==> config.mk <==
export PLATFORM = sky130hd
export DESIGN_NAME = ram_initiator_flat
export DESIGN_NICKNAME = d
export VERILOG_FILES = /design/src/rtl/ram_pkg.sv /design/src/rtl/ram_initiator_if.sv /design/src/rtl/ram_rd_pipe.sv /design/src/rtl/ram_initiator.sv /design/src/flat_wrapper.sv
export SDC_FILE = /design/constraint.sdc
export NUM_CORES = 1
export LEC_CHECK = 0
export CAP_MARGIN = 25
export CORE_MARGIN = 3
export CORE_UTILIZATION = 44
export DETAILED_ROUTE_END_ITERATION = 6
export PLACE_DENSITY = 0.76
export SLEW_MARGIN = 20
export SYNTH_ARGS = -nofsm -noshare
export SYNTH_HDL_FRONTEND = slang
export SYNTH_HIERARCHICAL = 1
export SYNTH_SLANG_ARGS = --single-unit
==> constraint.sdc <==
create_clock -name clk -period 2 [get_ports clk]
set_input_delay 0.4 -clock clk [delete_from_list [all_inputs] [get_ports clk]]
set_output_delay 0.4 -clock clk [all_outputs]
set_load 0.005 [all_outputs]
==> src/rtl/ram_pkg.sv <==
// Shared types and defaults for the RAM initiator: widths, FSM states and the
// registered command record.
package ram_pkg;

  localparam int DEF_DATA_WIDTH = 8;
  localparam int DEF_ADDR_WIDTH = 4;
  localparam int LEN_WIDTH      = 2;
  localparam int COUNT_WIDTH    = 16;

  // The command record is sized for the widest instance we expect, so one
  // type serves every parameterisation; narrower instances zero-extend into it.
  localparam int CMD_ADDR_MAX = 16;
  localparam int CMD_DATA_MAX = 32;

  typedef enum logic [2:0] {
    ST_IDLE,
    ST_WRITE,
    ST_READ,
    ST_WAIT,
    ST_RESP
  } state_t;

  typedef struct packed {
    logic                    write;
    logic [CMD_ADDR_MAX-1:0] addr;
    logic [CMD_DATA_MAX-1:0] wdata;
    logic [LEN_WIDTH-1:0]    len;
  } cmd_t;

  // A burst beat is the last one once its index reaches the stored length.
  function automatic logic beat_is_last(input logic [LEN_WIDTH-1:0] beat,
                                        input logic [LEN_WIDTH-1:0] len);
    return beat == len;
  endfunction

endpackage

==> src/rtl/ram_initiator_if.sv <==
// Command / response handshake bundle between a client and the RAM initiator.
interface ram_initiator_if
  import ram_pkg::*;
#(
  parameter int DATA_WIDTH = DEF_DATA_WIDTH,
  parameter int ADDR_WIDTH = DEF_ADDR_WIDTH
);

  logic                  cmd_valid;
  logic                  cmd_ready;
  logic                  cmd_write;
  logic [ADDR_WIDTH-1:0] cmd_addr;
  logic [DATA_WIDTH-1:0] cmd_wdata;
  logic [LEN_WIDTH-1:0]  cmd_len;

  logic                  rsp_valid;
  logic                  rsp_ready;
  logic [DATA_WIDTH-1:0] rsp_rdata;
  logic                  rsp_last;

  // The client issues commands and consumes responses.
  modport master (
    output cmd_valid, cmd_write, cmd_addr, cmd_wdata, cmd_len, rsp_ready,
    input  cmd_ready, rsp_valid, rsp_rdata, rsp_last
  );

  // The initiator accepts commands and produces responses.
  modport slave (
    input  cmd_valid, cmd_write, cmd_addr, cmd_wdata, cmd_len, rsp_ready,
    output cmd_ready, rsp_valid, rsp_rdata, rsp_last
  );

endinterface

==> src/rtl/ram_rd_pipe.sv <==
// Tracks an outstanding RAM read through the fixed read latency and flags the
// cycle in which data_out holds the requested word.
module ram_rd_pipe #(
  parameter int RD_LATENCY = 1
) (
  input  logic clk,
  input  logic reset,
  input  logic issue,
  output logic capture
);

  logic [RD_LATENCY-1:0] valid_sr;

  // One bit per latency cycle; reset flushes any read still in flight so its
  // data is never captured.
  always_ff @(posedge clk) begin
    if (reset) begin
      valid_sr <= '0;
    end else begin
      valid_sr <= (valid_sr << 1) | RD_LATENCY'(issue);
    end
  end

  assign capture = valid_sr[RD_LATENCY-1];

endmodule

==> src/rtl/ram_initiator.sv <==
// Turns single-beat write and short burst read commands into RAM strobes and
// returns read data on a valid/ready response channel.
module ram_initiator
  import ram_pkg::*;
#(
  parameter int DATA_WIDTH = DEF_DATA_WIDTH,
  parameter int ADDR_WIDTH = DEF_ADDR_WIDTH,
  parameter int RD_LATENCY = 1
) (
  input  logic                   clk,
  input  logic                   reset,
  ram_initiator_if.slave         bus,
  output logic                   write_enb,
  output logic                   read_enb,
  output logic [ADDR_WIDTH-1:0]  address,
  output logic [DATA_WIDTH-1:0]  data_in,
  input  logic [DATA_WIDTH-1:0]  data_out,
  output logic [COUNT_WIDTH-1:0] wr_count,
  output logic [COUNT_WIDTH-1:0] rd_count
);

  state_t                state;
  state_t                state_next;
  cmd_t                  cmd_q;
  logic [LEN_WIDTH-1:0]  beat_q;
  logic [ADDR_WIDTH-1:0] addr_hold;
  logic [DATA_WIDTH-1:0] data_hold;
  logic                  capture;
  logic                  cmd_fire;
  logic                  rsp_fire;
  logic                  last_beat;
  logic                  unused_cmd;

  assign cmd_fire  = bus.cmd_valid && (state == ST_IDLE);
  assign rsp_fire  = (state == ST_RESP) && bus.rsp_ready;
  assign last_beat = beat_is_last(beat_q, cmd_q.len);

  // The opcode and the zero-extension bits of the record are carried only so
  // the whole command is latched as one unit.
  assign unused_cmd = ^{cmd_q.write, cmd_q.addr, cmd_q.wdata};

  ram_rd_pipe #(
    .RD_LATENCY (RD_LATENCY)
  ) u_rd_pipe (
    .clk     (clk),
    .reset   (reset),
    .issue   (read_enb),
    .capture (capture)
  );

  // State register.
  always_ff @(posedge clk) begin
    if (reset) begin
      state <= ST_IDLE;
    end else begin
      state <= state_next;
    end
  end

  // Next-state logic; a stalled response parks in RESP, which also keeps any
  // new RAM access from being issued until the beat is taken.
  always_comb begin
    state_next = state;
    case (state)
      ST_IDLE: begin
        if (bus.cmd_valid) begin
          state_next = bus.cmd_write ? ST_WRITE : ST_READ;
        end
      end
      ST_WRITE: state_next = ST_IDLE;
      ST_READ:  state_next = ST_WAIT;
      ST_WAIT: begin
        if (capture) begin
          state_next = ST_RESP;
        end
      end
      ST_RESP: begin
        if (bus.rsp_ready) begin
          state_next = last_beat ? ST_IDLE : ST_READ;
        end
      end
      default: state_next = ST_IDLE;
    endcase
  end

  // Handshake and strobe outputs decoded straight from the state, so the two
  // strobes can never overlap.
  always_comb begin
    bus.cmd_ready = (state == ST_IDLE);
    bus.rsp_valid = (state == ST_RESP);
    write_enb     = (state == ST_WRITE);
    read_enb      = (state == ST_READ);
  end

  // RAM address and write data come from the latched command while a strobe
  // is active and otherwise repeat whatever was last presented.
  always_comb begin
    address = addr_hold;
    data_in = data_hold;
    if (state == ST_WRITE) begin
      address = cmd_q.addr[ADDR_WIDTH-1:0];
      data_in = cmd_q.wdata[DATA_WIDTH-1:0];
    end else if (state == ST_READ) begin
      address = cmd_q.addr[ADDR_WIDTH-1:0] + ADDR_WIDTH'(beat_q);
    end
  end

  // Remember the last address / write data driven so they hold between strobes.
  always_ff @(posedge clk) begin
    if (reset) begin
      addr_hold <= '0;
      data_hold <= '0;
    end else begin
      if (write_enb || read_enb) begin
        addr_hold <= address;
      end
      if (write_enb) begin
        data_hold <= data_in;
      end
    end
  end

  // Latch the command on acceptance so later changes on the bus cannot
  // disturb it, and advance the beat index on each non-final response.
  always_ff @(posedge clk) begin
    if (reset) begin
      cmd_q  <= '0;
      beat_q <= '0;
    end else if (cmd_fire) begin
      cmd_q.write <= bus.cmd_write;
      cmd_q.addr  <= CMD_ADDR_MAX'(bus.cmd_addr);
      cmd_q.wdata <= CMD_DATA_MAX'(bus.cmd_wdata);
      cmd_q.len   <= bus.cmd_len;
      beat_q      <= '0;
    end else if (rsp_fire && !last_beat) begin
      beat_q <= beat_q + 1'b1;
    end
  end

  // Capture the RAM word (and whether it ends the burst) on the flagged cycle;
  // both then stay put for as long as the response is back-pressured.
  always_ff @(posedge clk) begin
    if (reset) begin
      bus.rsp_rdata <= '0;
      bus.rsp_last  <= 1'b0;
    end else if ((state == ST_WAIT) && capture) begin
      bus.rsp_rdata <= data_out;
      bus.rsp_last  <= last_beat;
    end
  end

  // Completed write commands and delivered read beats, wrapping naturally.
  always_ff @(posedge clk) begin
    if (reset) begin
      wr_count <= '0;
      rd_count <= '0;
    end else begin
      if (write_enb) begin
        wr_count <= wr_count + 1'b1;
      end
      if (rsp_fire) begin
        rd_count <= rd_count + 1'b1;
      end
    end
  end

endmodule

==> src/flat_wrapper.sv <==
// flat-port wrapper written by rule: the top's interface ports become plain ports
module ram_initiator_flat import ram_pkg::*;
#(
  parameter int DATA_WIDTH = DEF_DATA_WIDTH,
  parameter int ADDR_WIDTH = DEF_ADDR_WIDTH,
  parameter int RD_LATENCY = 1
)
  (clk, reset, write_enb, read_enb, address, data_in, data_out, wr_count, rd_count, bus_cmd_valid, bus_cmd_write, bus_cmd_addr, bus_cmd_wdata, bus_cmd_len, bus_rsp_ready, bus_cmd_ready, bus_rsp_valid, bus_rsp_rdata, bus_rsp_last);
  ram_initiator_if #(.DATA_WIDTH(DATA_WIDTH), .ADDR_WIDTH(ADDR_WIDTH)) bus_i ();
  input  logic clk;
  input  logic reset;
  output logic write_enb;
  output logic read_enb;
  output logic [ADDR_WIDTH-1:0] address;
  output logic [DATA_WIDTH-1:0] data_in;
  input  logic [DATA_WIDTH-1:0] data_out;
  output logic [COUNT_WIDTH-1:0] wr_count;
  output logic [COUNT_WIDTH-1:0] rd_count;
  input wire logic [$bits(bus_i.cmd_valid)-1:0] bus_cmd_valid;
  input wire logic [$bits(bus_i.cmd_write)-1:0] bus_cmd_write;
  input wire logic [$bits(bus_i.cmd_addr)-1:0] bus_cmd_addr;
  input wire logic [$bits(bus_i.cmd_wdata)-1:0] bus_cmd_wdata;
  input wire logic [$bits(bus_i.cmd_len)-1:0] bus_cmd_len;
  input wire logic [$bits(bus_i.rsp_ready)-1:0] bus_rsp_ready;
  output wire logic [$bits(bus_i.cmd_ready)-1:0] bus_cmd_ready;
  output wire logic [$bits(bus_i.rsp_valid)-1:0] bus_rsp_valid;
  output wire logic [$bits(bus_i.rsp_rdata)-1:0] bus_rsp_rdata;
  output wire logic [$bits(bus_i.rsp_last)-1:0] bus_rsp_last;
  assign bus_i.cmd_valid = bus_cmd_valid;
  assign bus_i.cmd_write = bus_cmd_write;
  assign bus_i.cmd_addr = bus_cmd_addr;
  assign bus_i.cmd_wdata = bus_cmd_wdata;
  assign bus_i.cmd_len = bus_cmd_len;
  assign bus_i.rsp_ready = bus_rsp_ready;
  assign bus_cmd_ready = bus_i.cmd_ready;
  assign bus_rsp_valid = bus_i.rsp_valid;
  assign bus_rsp_rdata = bus_i.rsp_rdata;
  assign bus_rsp_last = bus_i.rsp_last;
  ram_initiator #(.DATA_WIDTH(DATA_WIDTH), .ADDR_WIDTH(ADDR_WIDTH), .RD_LATENCY(RD_LATENCY)) u_core (.clk(clk), .reset(reset), .bus(bus_i), .write_enb(write_enb), .read_enb(read_enb), .address(address), .data_in(data_in), .data_out(data_out), .wr_count(wr_count), .rd_count(rd_count));
endmodule
==> out/results.txt, run 1 <==
Pint: 2500 uW
Final Slew Violations: 0
Initial Util: 46.1%
Post-synth EDFFs: 0
Total clock sinks: 73
CP max stage cell: fa_2
Fin crit share: 112%
IO Pins: 84
Vias in the first global route: 3,006
Rel. slew slack: 66.8%
HPWL after DPL: 5520 um
Final Hold Viols: 0
GRT overflow: 0
Synth warn: 6
Asr flop ratio synth: 0%
First-pass GRT wire length: 13,900 um
Final nets: 544
Dominant synthesized flop cell: dfxtp_1
Clock Pin Slew Worst Setup and Hold Paths: 0.07 ns
Required @ worst endpoint: 1.60 ns
Max Fclk: 0.446 GHz
Vias: 3,091
Sequential power share: 45.9%
Synth Net Count: 418
Number of remaining DRC errors: 0
Routability cong.: 0.845
Die area: 0.00829 sq mm
Max Cap Violations: 0
FILL cells: 555
Pleak: 0.00198 uW
Sw power: 835 uW
#FFs+latches synth: 73
Post-Synthesis Cell Area: 0.00318 sq mm
Pwr Total: 3330 uW
Top cell type by total area after synthesis: dfxtp_1
Share of cells above drive strength 1: 25.0%
Clk_lat worst skew: 0.34 ns
Initial antenna violation count: 0
Synth top area share: 45.9%
CP max stage delay: 0.52 ns
Clock buffer depth: 2
Clock power frac: 36.0%
Inserted Diodes: 0
Clock skew: 0.00964 ns
# rows: 30
Routed WL per cell: 13.7 um
CTS H-tree lvls: 3
Final WS setup: -0.241 ns
Crit path arrival time: 1.84 ns
Worst VDD drop: 0.428 mV
WL final: 8390 um
CTS Root Cell: clkbuf_8
Final Setup Violations: 15
Ranking of synthesized cells by area: dfxtp_1, nand2_1, a21oi_1
Chip width: 91.1 um
Worst Hold Class: reg2reg
Syn avg cell area: 8.25 sq um
Place WS: -0.265 ns
Largest net degree at the start of global routing: 64
Sw Ratio: 25.0%
I/O Buffers: 83
Total track usage: 20.4%
Die Ht: 91.1 um
Failing checks: setup timing
Synth Instances: 386
CTS Buf Count: 9
CTS tree: yes
Via/cell ratio: 5.04
Drt pass-1 iters: 4
CP Max Fanout: 2
Period minus WS final: 2.24 ns
Critical path type: reg2out
Core box area: 0.00691 sq mm
Startpoint class of the critical path: flip-flop
Seq/Total Area, Yosys: 45.9%
Crit. End Element: output pin
Worst-Margin Slew: 0.492 ns
Area Growth Syn to Fin: 53.1%
Unrepaired setup endpoints after global routing: true
Detail Route Antenna Nets: 0
PD cells: 684 mW/mm^2
Gate power share: 18.1%
Status: finished with violations
Critical-path cell list: ha_4 -> inv_2 -> fa_2 -> nor2_2 -> a221o_1 -> buf_2
Initial DRC Count: 145
Util after Layout: 70.6%
Library cells used by synthesis: 43
-- state kept, by name (all words and copies together), names as in the netlist --
register                  count
u_core/data_hold              8
u_core/rd_count              16
u_core/bus.rsp_rdata          8
u_core/wr_count              16
u_core/u_rd_pipe/capture      1
u_core/cmd_q                 14
u_core/bus.rsp_last           1
u_core/state                  3
u_core/addr_hold              4
u_core/beat_q                 2
-- stage by stage --
stage | cells | hold WS (ns) | TNS (ns) | instance area [sq um]
CTS | 613 | 0.458 | -1.09 | 4760
finish | 613 | 0.452 | -1.26 | 4870
detailed placement | 578 | 0.448 | -1.46 | 4310
global placement | 578 | 0.442 | -1.10 | 4310
global route | 613 | 0.473 | -2.06 | 4870
floorplan | 386 | 0.437 | 0 | 3190
-- worst paths after layout --
path | startpoint | end | slack [ns] | depth (start not counted)
hold / removal | u_core/bus.rsp_rdata[6] | u_core/bus.rsp_rdata[6] | 0.45 | 2
setup reg to reg | u_core/state[0] | u_core/wr_count[14] | -0.04 | 6
hold reg to reg | u_core/bus.rsp_rdata[6] | u_core/bus.rsp_rdata[6] | 0.45 | 2
setup / recovery | u_core/beat_q[0] | address[1] | -0.24 | 6
-- critical path, delay by kind of cell (launching register included) --
family / cells / cell delay, ns
buffers and inverters: 2 / 0.17
and+or+nand+nor: 1 / 0.04
AOI/OAI and AO/OA: 1 / 0.28
adders and majority gates: 2 / 0.66
DFF: 1 / 0.35
-- synth_stat cells, types with 2 or more instances --
master and n:
a21o_1 2, a21oi_1 39, a221o_1 2, and2_1 10, and3_1 4, and4_1 3
buf_1 2, buf_2 4, clkbuf_1 15, dfxtp_1 73, ha_1 4, inv_1 12
mux2_2 3, mux2i_1 2, nand2_1 80, nand3_1 16, nand4_1 5, nor2_1 25
nor2b_1 3, nor3_1 11, nor4bb_1 2, o211a_1 4, o211ai_1 3, o21a_1 2
o21ai_0 14, or3_1 11, xnor2_1 8, xor2_1 12
-- final cells by class --
type,count,area [sq um],share of cell area [%]
Clock inverter,2,35.0,0.719
Inverter,13,53.8,1.10
Timing Repair Buffer,136,1280,26.3
Sequential cell,73,1470,30.1
Clock buffer,14,173,3.54
Tap cell,96,120,2.46
Multi-Input combinational cell,279,1740,35.7
-- power groups by stage --
stage	registers (uW)	clock network (uW)	logic, uW
after global routing	1540	1280	653
after detailed placement	1560	0	472
after CTS	1530	1220	571
final	1530	1200	604
after global placement	1550	0	461
after floorplan	1550	0	222
-- layout by cell type, fill, tap and decap left out, types with 8 or more instances in the layout --
cell and n:
buf_4 39, a21oi_1 36, nand2_1 64, clkbuf_8 12, inv_1 10, nand3_1 15
o21ai_0 13, buf_2 9, or3_1 9, nor3_1 11, clkdlybuf4s50_1 66, buf_6 13
nand2_2 9, xnor2_1 8, dfxtp_1 67, nor2_1 23, xor2_1 12
-- kinds of logic (layout without fill, tap and decap cells) --
group | Yosys count | in the layout | share of synthesized area (%)
adder cells (fa/ha/maj) | 5 | 5 | 2.20
AND/OR/NAND/NOR | 180 | 180 | 27.9
XOR/XNOR | 20 | 20 | 5.50
flip-flops | 73 | 73 | 45.9
AO/OA/AOI/OAI | 69 | 69 | 12.7
multiplexers | 5 | 5 | 1.69
buffers and inverters | 34 | 165 | 4.16
-- per-layer routing --
metal  wire length (um)  share of wire (%)  global-route usage (%)  vias up
met2               3980                 47                    34.4       87
met5                  0                  0                       0        -
met4                148                1.8                    8.42        0
met1               3870                 46                    25.5     1432
met3                386                4.6                    3.73       13
li1                   -                  -                       -     1559
-- timing repair --
action                                  in CTS  in global routing
endpoints found under the setup margin      19                 21
pin swaps                                   22                 11
cloned                                       1                  0
hold buffers                                 0                  0
buffers inserted                            18                  3
gates resized for setup                     97                 29
(Power assumes the default switching activity.)
==> run 2: changes to the inputs <==
GPL_TIMING_DRIVEN = 0   (was default)
==> run 2 against run 1 <==
The flow still finishes with violations (setup timing). Maximum frequency fell by 0.97%. Via count rose by 3.0%. First-iteration DRC count rose by 9.0%. Global-route usage rose by 1.1 points. Core utilization fell by 0.78 points. Combinational power rose by 2%. Die area did not move. Clock skew rose by 0.00091 ns. Critical path type unchanged. Largest cell class unchanged. Highest routed layer unchanged.
==> out/results.txt, run 2 (synthesized netlist as in run 1, its figures left out) <==
Die area: 0.00829 sq mm
CTS H-tree lvls: 3
Largest registers: u_core/rd_count: 16 flops, u_core/wr_count: 16 flops, u_core/cmd_q: 14 flops
Initial Util: 46.1%
Failing checks: setup timing
Largest net degree at the start of global routing: 13
Core box area: 0.00691 sq mm
I/O Buffers: 83
Pwr Total: 3540 uW
Worst VDD drop: 0.418 mV
Rel. slew slack: 36.8%
Startpoint class of the critical path: flip-flop
CTS Buf Count: 9
Drt pass-1 iters: 4
Final Slew Violations: 0
Max Fclk: 0.442 GHz
Share of cells above drive strength 1: 23.4%
Clock buffer depth: 2
Routability cong.: 0.879
CTS Root Cell: clkbuf_8
Total clock sinks: 73
Status: finished with violations
HPWL after DPL: 5680 um
Final Hold Viols: 0
Fin crit share: 113%
CP Max Fanout: 2
Inserted Diodes: 0
Area Growth Syn to Fin: 51.4%
Vias in the first global route: 2,998
IO Pins: 84
CTS tree: yes
Final nets: 539
Unrepaired setup endpoints after global routing: true
Critical-path cell list: ha_4 -> inv_2 -> fa_2 -> nor2_1 -> a221o_1 -> buf_2
First-pass GRT wire length: 14,500 um
Critical path type: reg2out
Number of remaining DRC errors: 0
Routed WL per cell: 14.9 um
Initial antenna violation count: 0
CP max stage cell: fa_2
Layout Cells excl Fill: 608
Period minus WS final: 2.26 ns
GRT overflow: 0
PD cells: 735 mW/mm^2
Total track usage: 21.5%
Post-Place Cells: 565
Most frequent cells in the layout: clkdlybuf4s50_1, dfxtp_1, nand2_1
Max Cap Violations: 0
Clock skew: 0.0106 ns
Pleak: 0.00193 uW
Chip width: 91.1 um
Worst Hold Class: reg2reg
Final WS setup: -0.263 ns
Worst-Margin Slew: 0.940 ns
WP buf/inv: 2
Crit. End Element: output pin
Crit path arrival time: 1.86 ns
Initial DRC Count: 158
Die Ht: 91.1 um
WL final: 9040 um
Required @ worst endpoint: 1.60 ns
Detail Route Antenna Nets: 0
CP max stage delay: 0.51 ns
Critical path's top delay family: adder cells
Final Setup Violations: 12
FILL cells: 539
Vias: 3,185
# rows: 30
Clk_lat worst skew: 0.34 ns
Clock Pin Slew Worst Setup and Hold Paths: 0.07 ns
Via/cell ratio: 5.24
==> run 2: cell types whose count changed in the layout (fill, tap and decap cells not counted), moves of 4 or more <==
cell	change
nand2_2	+8
buf_4	-18
clkbuf_2	+4
clkbuf_1	+6
nand2_1	-6
buf_8	+4
==> run 2: metal layers <==
metal,global-route usage (%),part of all wire (%),vias to the layer above
li1,-,-,1552
met1,27.8,43,1515
met2,34.7,50,105
met3,4.31,5.4,13
met4,9.67,1.6,0
met5,0,0,-
==> run 2: worst paths after layout <==
| path | startpoint | endpoint | slack (ns) | cells after the start |
|---|---|---|---|---|
| worst max-delay path | u_core/cmd_q[34] | address[1] | -0.26 | 6 |
| worst min-delay path | u_core/bus.rsp_rdata[3] | u_core/bus.rsp_rdata[3] | 0.45 | 2 |
| worst max register to register | u_core/state[2] | u_core/wr_count[15] | 0.03 | 6 |
| worst min register to register | u_core/bus.rsp_rdata[3] | u_core/bus.rsp_rdata[3] | 0.45 | 2 |
==> run 2: layout make-up <==
cell class / count / area [sq um] / share of cell area, %
multi-input combinational: 279 / 1750 / 36.2
tap: 96 / 120 / 2.49
buffer: 19 / 121 / 2.52
clock buffer: 11 / 141 / 2.93
sequential: 73 / 1470 / 30.6
timing repair buffer: 112 / 1060 / 21.9
clock inverter: 5 / 103 / 2.13
inverter: 13 / 58.8 / 1.22
==> run 2: report_power, final <==
| part | switching, uW | internal [uW] |
|---|---|---|
| clock | 531 | 861 |
| combinational | 305 | 312 |
| sequential | 36.4 | 1500 |
| total | 872 | 2670 |
==> run 2: worst reg2reg max path, stage by stage (launching register included) <==
cell and delay, ns:
dfxtp_4 0.36, or3b_4 0.41, buf_8 0.16, buf_6 0.13
nor4_4 0.27, nor3b_2 0.23, mux2_4 0.31
==> run 2: through the flow <==
step | hold WS [ns] | setup WS [ns] | TNS [ns] | utilization (%) | cell area [sq um]
after floorplan | 0.437 | 0.0269 | 0 | - | 3190
after global placement | 0.442 | -0.556 | -22.60 | 59.9 | 4140
after detailed placement | 0.448 | -0.564 | -23.45 | 59.9 | 4140
after CTS | 0.458 | -0.250 | -2.09 | 66.9 | 4620
after global routing | 0.480 | -0.318 | -2.97 | 69.8 | 4820
final | 0.455 | -0.263 | -2.24 | 69.8 | 4820
==> run 2: timing repair <==
item,CTS,global route
gates cloned,1,0
resized for setup,110,53
hold endpoints to repair,0,0
setup buffers,19,12
pin swaps,13,17
setup endpoints to repair,58,61
hold buffers,0,0
==> variant 1, RTL diff (settings of run 1) <==
Set the package constant `LEN_WIDTH` to 1 (it was 2).
--- a/src/rtl/ram_pkg.sv
+++ b/src/rtl/ram_pkg.sv
@@ -5,5 +5,5 @@
   localparam int DEF_DATA_WIDTH = 8;
   localparam int DEF_ADDR_WIDTH = 4;
-  localparam int LEN_WIDTH      = 2;
+  localparam int LEN_WIDTH      = 1;
   localparam int COUNT_WIDTH    = 16;
 
Ports: changed (resized bus_cmd_len); port bits go from 84 to 83. No check against the original RTL was run, so the function may have changed too.
==> variant 1 against run 1 <==
The run still ends with negative setup slack left. Power up 3.8%. Clock power increased by 38%. Setup slack improved by 0.037 ns. Area after synthesis shrank 5.0%. Wire length is 4.7% lower. Sequential cell count fell by 2. Utilization increased by 0.47 points. Design area shrank 5.3%. Highest routed layer unchanged.
==> variant 1: results (changes against run 1) <==
<table>
<tr><th>Metric</th><th>Value</th></tr>
<tr><th colspan="2">Placement</th></tr>
<tr><td>Final HPWL from detailed placement</td><td>5347 µm (was 5518 µm)</td></tr>
<tr><td>Number of port buffers</td><td>82 (was 83)</td></tr>
<tr><td>Worst Setup Slack post-DPL</td><td>-0.2664 ns (was -0.2649 ns)</td></tr>
<tr><td>Final weighted congestion of routability-driven global placement</td><td>0.8201 (was 0.8451)</td></tr>
<tr><th colspan="2">Synth</th></tr>
<tr><td>Adder-cell share of the synthesized area</td><td>0.01655 (was 0.02200)</td></tr>
<tr><td>Sequential fraction of the synthesis area</td><td>0.4700 (was 0.4589)</td></tr>
<tr><td>Complex-gate fraction of the synthesized area</td><td>0.1014 (was 0.1265)</td></tr>
<tr><td>Synthesized instance count</td><td>346 (was 386)</td></tr>
<tr><th colspan="2">Cells and area</th></tr>
<tr><td>Biggest registers after layout</td><td>u_core/rd_count (16), u_core/wr_count (16), u_core/cmd_q (13) (was u_core/rd_count (16), u_core/wr_count (16), u_core/cmd_q (14))</td></tr>
<tr><td>Number of standard cells in the layout, taps in and fillers out</td><td>546 (was 613)</td></tr>
<tr><th colspan="2">GRT</th></tr>
<tr><td>Wire length of the first global-routing pass</td><td>12750 µm (was 13900 µm)</td></tr>
<tr><td>Aggregate global-route resource usage</td><td>0.2085 (was 0.2038)</td></tr>
<tr><th colspan="2">Power</th></tr>
<tr><td>Overall power after layout</td><td>3461 µW (was 3334 µW)</td></tr>
<tr><td>Switching part of the total</td><td>0.2123 (was 0.2505)</td></tr>
<tr><th colspan="2">Setup path</th></tr>
<tr><td>Highest net fanout along the worst path</td><td>4 (was 2)</td></tr>
<tr><td>Reg-to-reg critical path startpoint</td><td>u_core/state[1] (was u_core/state[0])</td></tr>
<tr><td>Critical Path End</td><td>address[0] (was address[1])</td></tr>
<tr><td>Critical R2R Capture</td><td>u_core/wr_count[15] (was u_core/wr_count[14])</td></tr>
<tr><td>Length in cells of the worst reg-to-reg path</td><td>5 (was 6)</td></tr>
<tr><td>Arrival time of the worst setup path</td><td>1.80 ns (was 1.84 ns)</td></tr>
<tr><td>Launching element of the worst setup path</td><td>u_core/state[0] (was u_core/beat_q[0])</td></tr>
<tr><th colspan="2">Drt</th></tr>
<tr><td>Via/cell ratio</td><td>5.278 (was 5.042)</td></tr>
<tr><td>Initial drt markers</td><td>104 (was 145)</td></tr>
<tr><td>Routed wirelength normalized by instance count</td><td>14.64 µm (was 13.68 µm)</td></tr>
<tr><th colspan="2">Run status</th></tr>
<tr><td>Result of the run</td><td>finished with violations (unchanged)</td></tr>
<tr><td>Violated checks</td><td>negative setup slack (unchanged)</td></tr>
<tr><th colspan="2">STA</th></tr>
<tr><td>Crit path setup slack, layout</td><td>-0.2037 ns (was -0.2409 ns)</td></tr>
<tr><td>Final-layout setup total negative slack</td><td>-1.381 ns (was -1.263 ns)</td></tr>
<tr><td>Setup violators final</td><td>12 (was 15)</td></tr>
</table>
[variant 1: cell count changes after synthesis, moves of 5 or more]
| cell | change |
|---|---|
| sky130_fd_sc_hd__and2_1 | -9 |
| sky130_fd_sc_hd__xnor2_1 | +7 |
| sky130_fd_sc_hd__clkbuf_1 | -6 |
| sky130_fd_sc_hd__o21ai_0 | -8 |
| sky130_fd_sc_hd__nor2b_1 | +10 |
| sky130_fd_sc_hd__inv_1 | -7 |
| sky130_fd_sc_hd__mux2_2 | +5 |
| sky130_fd_sc_hd__nor4_1 | +6 |
| sky130_fd_sc_hd__nand3_1 | -7 |
| sky130_fd_sc_hd__nand2_1 | -22 |
| sky130_fd_sc_hd__a21oi_1 | -5 |
[variant 1: worst min-delay path by stage]
| stage | start | end | slack [ns] | cells after the start |
|---|---|---|---|---|
| floorplan | u_core/cmd_q[1] | u_core/cmd_q[1] | 0.43 | 2 |
| finish | reset | u_core/u_rd_pipe/capture | 0.43 | 2 |
| CTS | reset | u_core/u_rd_pipe/capture | 0.42 | 2 |
| global route | reset | u_core/u_rd_pipe/capture | 0.43 | 2 |
| global placement | u_core/cmd_q[3] | u_core/cmd_q[3] | 0.44 | 2 |
| detailed placement | u_core/cmd_q[2] | u_core/cmd_q[2] | 0.45 | 2 |
[variant 1: layout make-up]
| class | instances | area [µm²] |
|---|---|---|
| multi-input cells | 252 | 1604 |
| well taps | 77 | 96.34 |
| inverters | 6 | 25.02 |
| flip-flops and latches | 71 | 1433 |
| clock inverters | 7 | 167.7 |
| fillers | 494 | 1881 |
| clock buffers | 9 | 123.9 |
| repair buffers | 124 | 1165 |
[variant 1: routing by layer]
layer,GRT usage,wire length [µm]
met1,0.2521,3472
met4,0.1030,155
met3,0.04332,441
met5,0,0
met2,0.3516,3924
[variant 1: stage by stage]
| stage | instance area (µm²) | utilization |
|---|---|---|
| finish | 4614 | 0.7105 |
| detailed placement | 4100 | 0.6313 |
| global route | 4614 | 0.7105 |
| floorplan | 3024 | - |
| CTS | 4576 | 0.7045 |
| global placement | 4100 | 0.6313 |
[variant 1: timing repair]
item / in CTS / in global routing
hold buffers: 0 / 0
buffers inserted: 9 / 2
endpoints found under the setup margin: 19 / 16
gates cloned: 1 / 0
resized for setup: 94 / 11
pin swaps: 7 / 7
[variant 1: worst max-delay path, stage by stage, from the launching register on]
cell and delay, ns:
sky130_fd_sc_hd__dfxtp_4 0.36, sky130_fd_sc_hd__nor3b_4 0.15, sky130_fd_sc_hd__buf_6 0.13, sky130_fd_sc_hd__buf_6 0.11
sky130_fd_sc_hd__buf_6 0.12, sky130_fd_sc_hd__buf_6 0.11, sky130_fd_sc_hd__a22o_1 0.20, sky130_fd_sc_hd__a21o_1 0.16
sky130_fd_sc_hd__buf_2 0.12
==> variant 2, RTL diff (config.mk and constraints of run 1) <==
Made on the original files. Re-encode `state_t` (5 states) as one-hot, 5 bits wide.
--- a/src/rtl/ram_pkg.sv
+++ b/src/rtl/ram_pkg.sv
@@ -13,10 +13,10 @@
   localparam int CMD_DATA_MAX = 32;
 
-  typedef enum logic [2:0] {
-    ST_IDLE,
-    ST_WRITE,
-    ST_READ,
-    ST_WAIT,
-    ST_RESP
+  typedef enum logic [4:0] {
+    ST_IDLE  = 5'b00001,
+    ST_WRITE = 5'b00010,
+    ST_READ  = 5'b00100,
+    ST_WAIT  = 5'b01000,
+    ST_RESP  = 5'b10000
   } state_t;
 
Function: no difference found for any inputs over 10 cycles, from zero or initial values and one cycle with reset high; not proved beyond that.
==> variant 2 against run 1 <==
The run still ends with negative setup slack left. Wire length rose by 12%. Design area rose by 7.6%. Synthesized cell count fell by 0.78%. Power fell by 5.7%. Area after synthesis rose by 7.7%. Setup slack got worse by 0.20 ns. Hold slack improved by 0.0063 ns. Non-clock buffer count rose by 9. Sequential cell count rose by 2. First-iteration DRC count rose by 0.69%. Largest power group unchanged. Highest routed layer unchanged.
==> variant 2: results (changes against run 1) <==
<table>
<tr><th>Metric</th><th>Value</th></tr>
<tr><th colspan="2">Drt</th></tr>
<tr><td>Drt total wl</td><td>9358 µm (was 8385 µm)</td></tr>
<tr><td>Via/cell ratio</td><td>5.365 (was 5.042)</td></tr>
<tr><td>Number of iterations in the first detailed-routing pass</td><td>5 (was 4)</td></tr>
<tr><th colspan="2">STA</th></tr>
<tr><td>Final Skew</td><td>0.007210 ns (was 0.009636 ns)</td></tr>
<tr><td>Crit path setup slack, layout</td><td>-0.4446 ns (was -0.2409 ns)</td></tr>
<tr><td>Setup violators final</td><td>14 (was 15)</td></tr>
<tr><th colspan="2">Power</th></tr>
<tr><td>Reported leakage power</td><td>0.002040 µW (was 0.001977 µW)</td></tr>
<tr><td>IR Drop Worst-Case VDD</td><td>0.4219 mV (was 0.4280 mV)</td></tr>
<tr><td>Total internal power</td><td>2360 µW (was 2499 µW)</td></tr>
<tr><th colspan="2">Run status</th></tr>
<tr><td>Violated checks</td><td>negative setup slack (unchanged)</td></tr>
<tr><td>Result of the run</td><td>finished with violations (unchanged)</td></tr>
<tr><th colspan="2">GRT</th></tr>
<tr><td>Maximum number of pins on one net before global-route repair</td><td>65 (was 64)</td></tr>
<tr><th colspan="2">Clocking</th></tr>
<tr><td>Buffer count from post-CTS setup fixing</td><td>17 (was 18)</td></tr>
<tr><th colspan="2">Synth</th></tr>
<tr><td>Ranking of synthesized cells by instance count</td><td>sky130_fd_sc_hd__dfxtp_1, sky130_fd_sc_hd__nor2_1, sky130_fd_sc_hd__a21oi_1, sky130_fd_sc_hd__nand2_1, sky130_fd_sc_hd__nand3_1 (was sky130_fd_sc_hd__nand2_1, sky130_fd_sc_hd__dfxtp_1, sky130_fd_sc_hd__a21oi_1)</td></tr>
<tr><th colspan="2">Placement</th></tr>
<tr><td>Final HPWL from detailed placement</td><td>6170 µm (was 5518 µm)</td></tr>
<tr><th colspan="2">Setup path</th></tr>
<tr><td>Launching element of the worst setup path</td><td>u_core/cmd_q[34] (was u_core/beat_q[0])</td></tr>
<tr><td>Standard cell with the maximum stage delay on the critical path</td><td>sky130_fd_sc_hd__or4_4 (was sky130_fd_sc_hd__fa_2)</td></tr>
<tr><td>Crit path max-delay family</td><td>simple AND/OR/NAND/NOR gates (was adder cells)</td></tr>
<tr><th colspan="2">Cells and area</th></tr>
<tr><td>Count of nets after finishing</td><td>552 (was 544)</td></tr>
<tr><th colspan="2">Worst hold path</th></tr>
<tr><td>Startpoint of the lowest-slack hold path</td><td>u_core/cmd_q[8] (was u_core/bus.rsp_rdata[6])</td></tr>
</table>
variant 2: cell count changes in the layout (fill, tap and decap cells not counted), moves of 6 or more:
cell,change
sky130_fd_sc_hd__nand2_4,-6
sky130_fd_sc_hd__nand3_1,+9
sky130_fd_sc_hd__nor3_1,-8
sky130_fd_sc_hd__nor2_1,+11
sky130_fd_sc_hd__a21oi_1,-6
sky130_fd_sc_hd__and3_1,+6
sky130_fd_sc_hd__nand2_1,-36
sky130_fd_sc_hd__mux2_4,+7
sky130_fd_sc_hd__and2_1,+8
sky130_fd_sc_hd__buf_6,+16
sky130_fd_sc_hd__nand2_2,-8
sky130_fd_sc_hd__mux2i_1,+7
variant 2: final cells by class:
cell class / instances / area, µm²
Tap cell: 99 / 123.9
Inverter: 13 / 53.80
Clock inverter: 5 / 52.55
Multi-Input combinational cell: 275 / 1968
Timing Repair Buffer: 145 / 1385
Sequential cell: 75 / 1515
Fill cell: 530 / 2161
Timing Repair inverter: 1 / 7.507
Clock buffer: 11 / 141.4
variant 2: cell families (layout without fill, tap and decap cells):
| group | count (synthesis) | count (layout) | share of synthesized area |
|---|---|---|---|
| xor+xnor | 23 | 23 | 0.05876 |
| mux | 17 | 17 | 0.05255 |
| flops | 75 | 75 | 0.4380 |
| simple gates | 169 | 169 | 0.2807 |
| buf+inv | 33 | 175 | 0.04124 |
| fa+ha+maj | 5 | 5 | 0.02044 |
| compound gates | 61 | 61 | 0.1084 |
variant 2: metal layers:
metal,track usage,routed length (µm),vias to the layer above
li1,-,-,1637
met1,0.2672,3921,1580
met2,0.3647,4652,105
met3,0.04728,543,26
met4,0.09988,241,0
met5,0,0,-
variant 2: power by group through the flow:
| stage | logic [µW] | registers [µW] | clock network, µW |
|---|---|---|---|
| 6_report | 447 | 1560 | 1140 |
| 5_1_grt | 486 | 1560 | 1240 |
| 4_1_cts | 410 | 1550 | 1170 |
| 3_5_place_dp | 377 | 1580 | 0 |
| 3_3_place_gp | 370 | 1580 | 0 |
| 2_1_floorplan | 187 | 1580 | 0 |
variant 2: per-stage QoR:
step / setup WS (ns) / instance area, µm² / cells / utilization
2_1_floorplan: 0.01277 / 3443 / 383 / -
3_3_place_gp: -0.4578 / 4627 / 586 / 0.6246
3_5_place_dp: -0.4796 / 4627 / 586 / 0.6246
4_1_cts: -0.4682 / 5092 / 620 / 0.6874
5_1_grt: -0.5026 / 5248 / 624 / 0.7083
6_report: -0.4446 / 5248 / 624 / 0.7083
variant 2: worst paths after layout:
| path | endpoint | slack, ns | depth (start not counted) |
|---|---|---|---|
| max | address[2] | -0.44 | 7 |
| min | u_core/cmd_q[8] | 0.46 | 2 |
| max reg2reg | u_core/rd_count[5] | 0.12 | 6 |
| min reg2reg | u_core/cmd_q[8] | 0.46 | 2 |
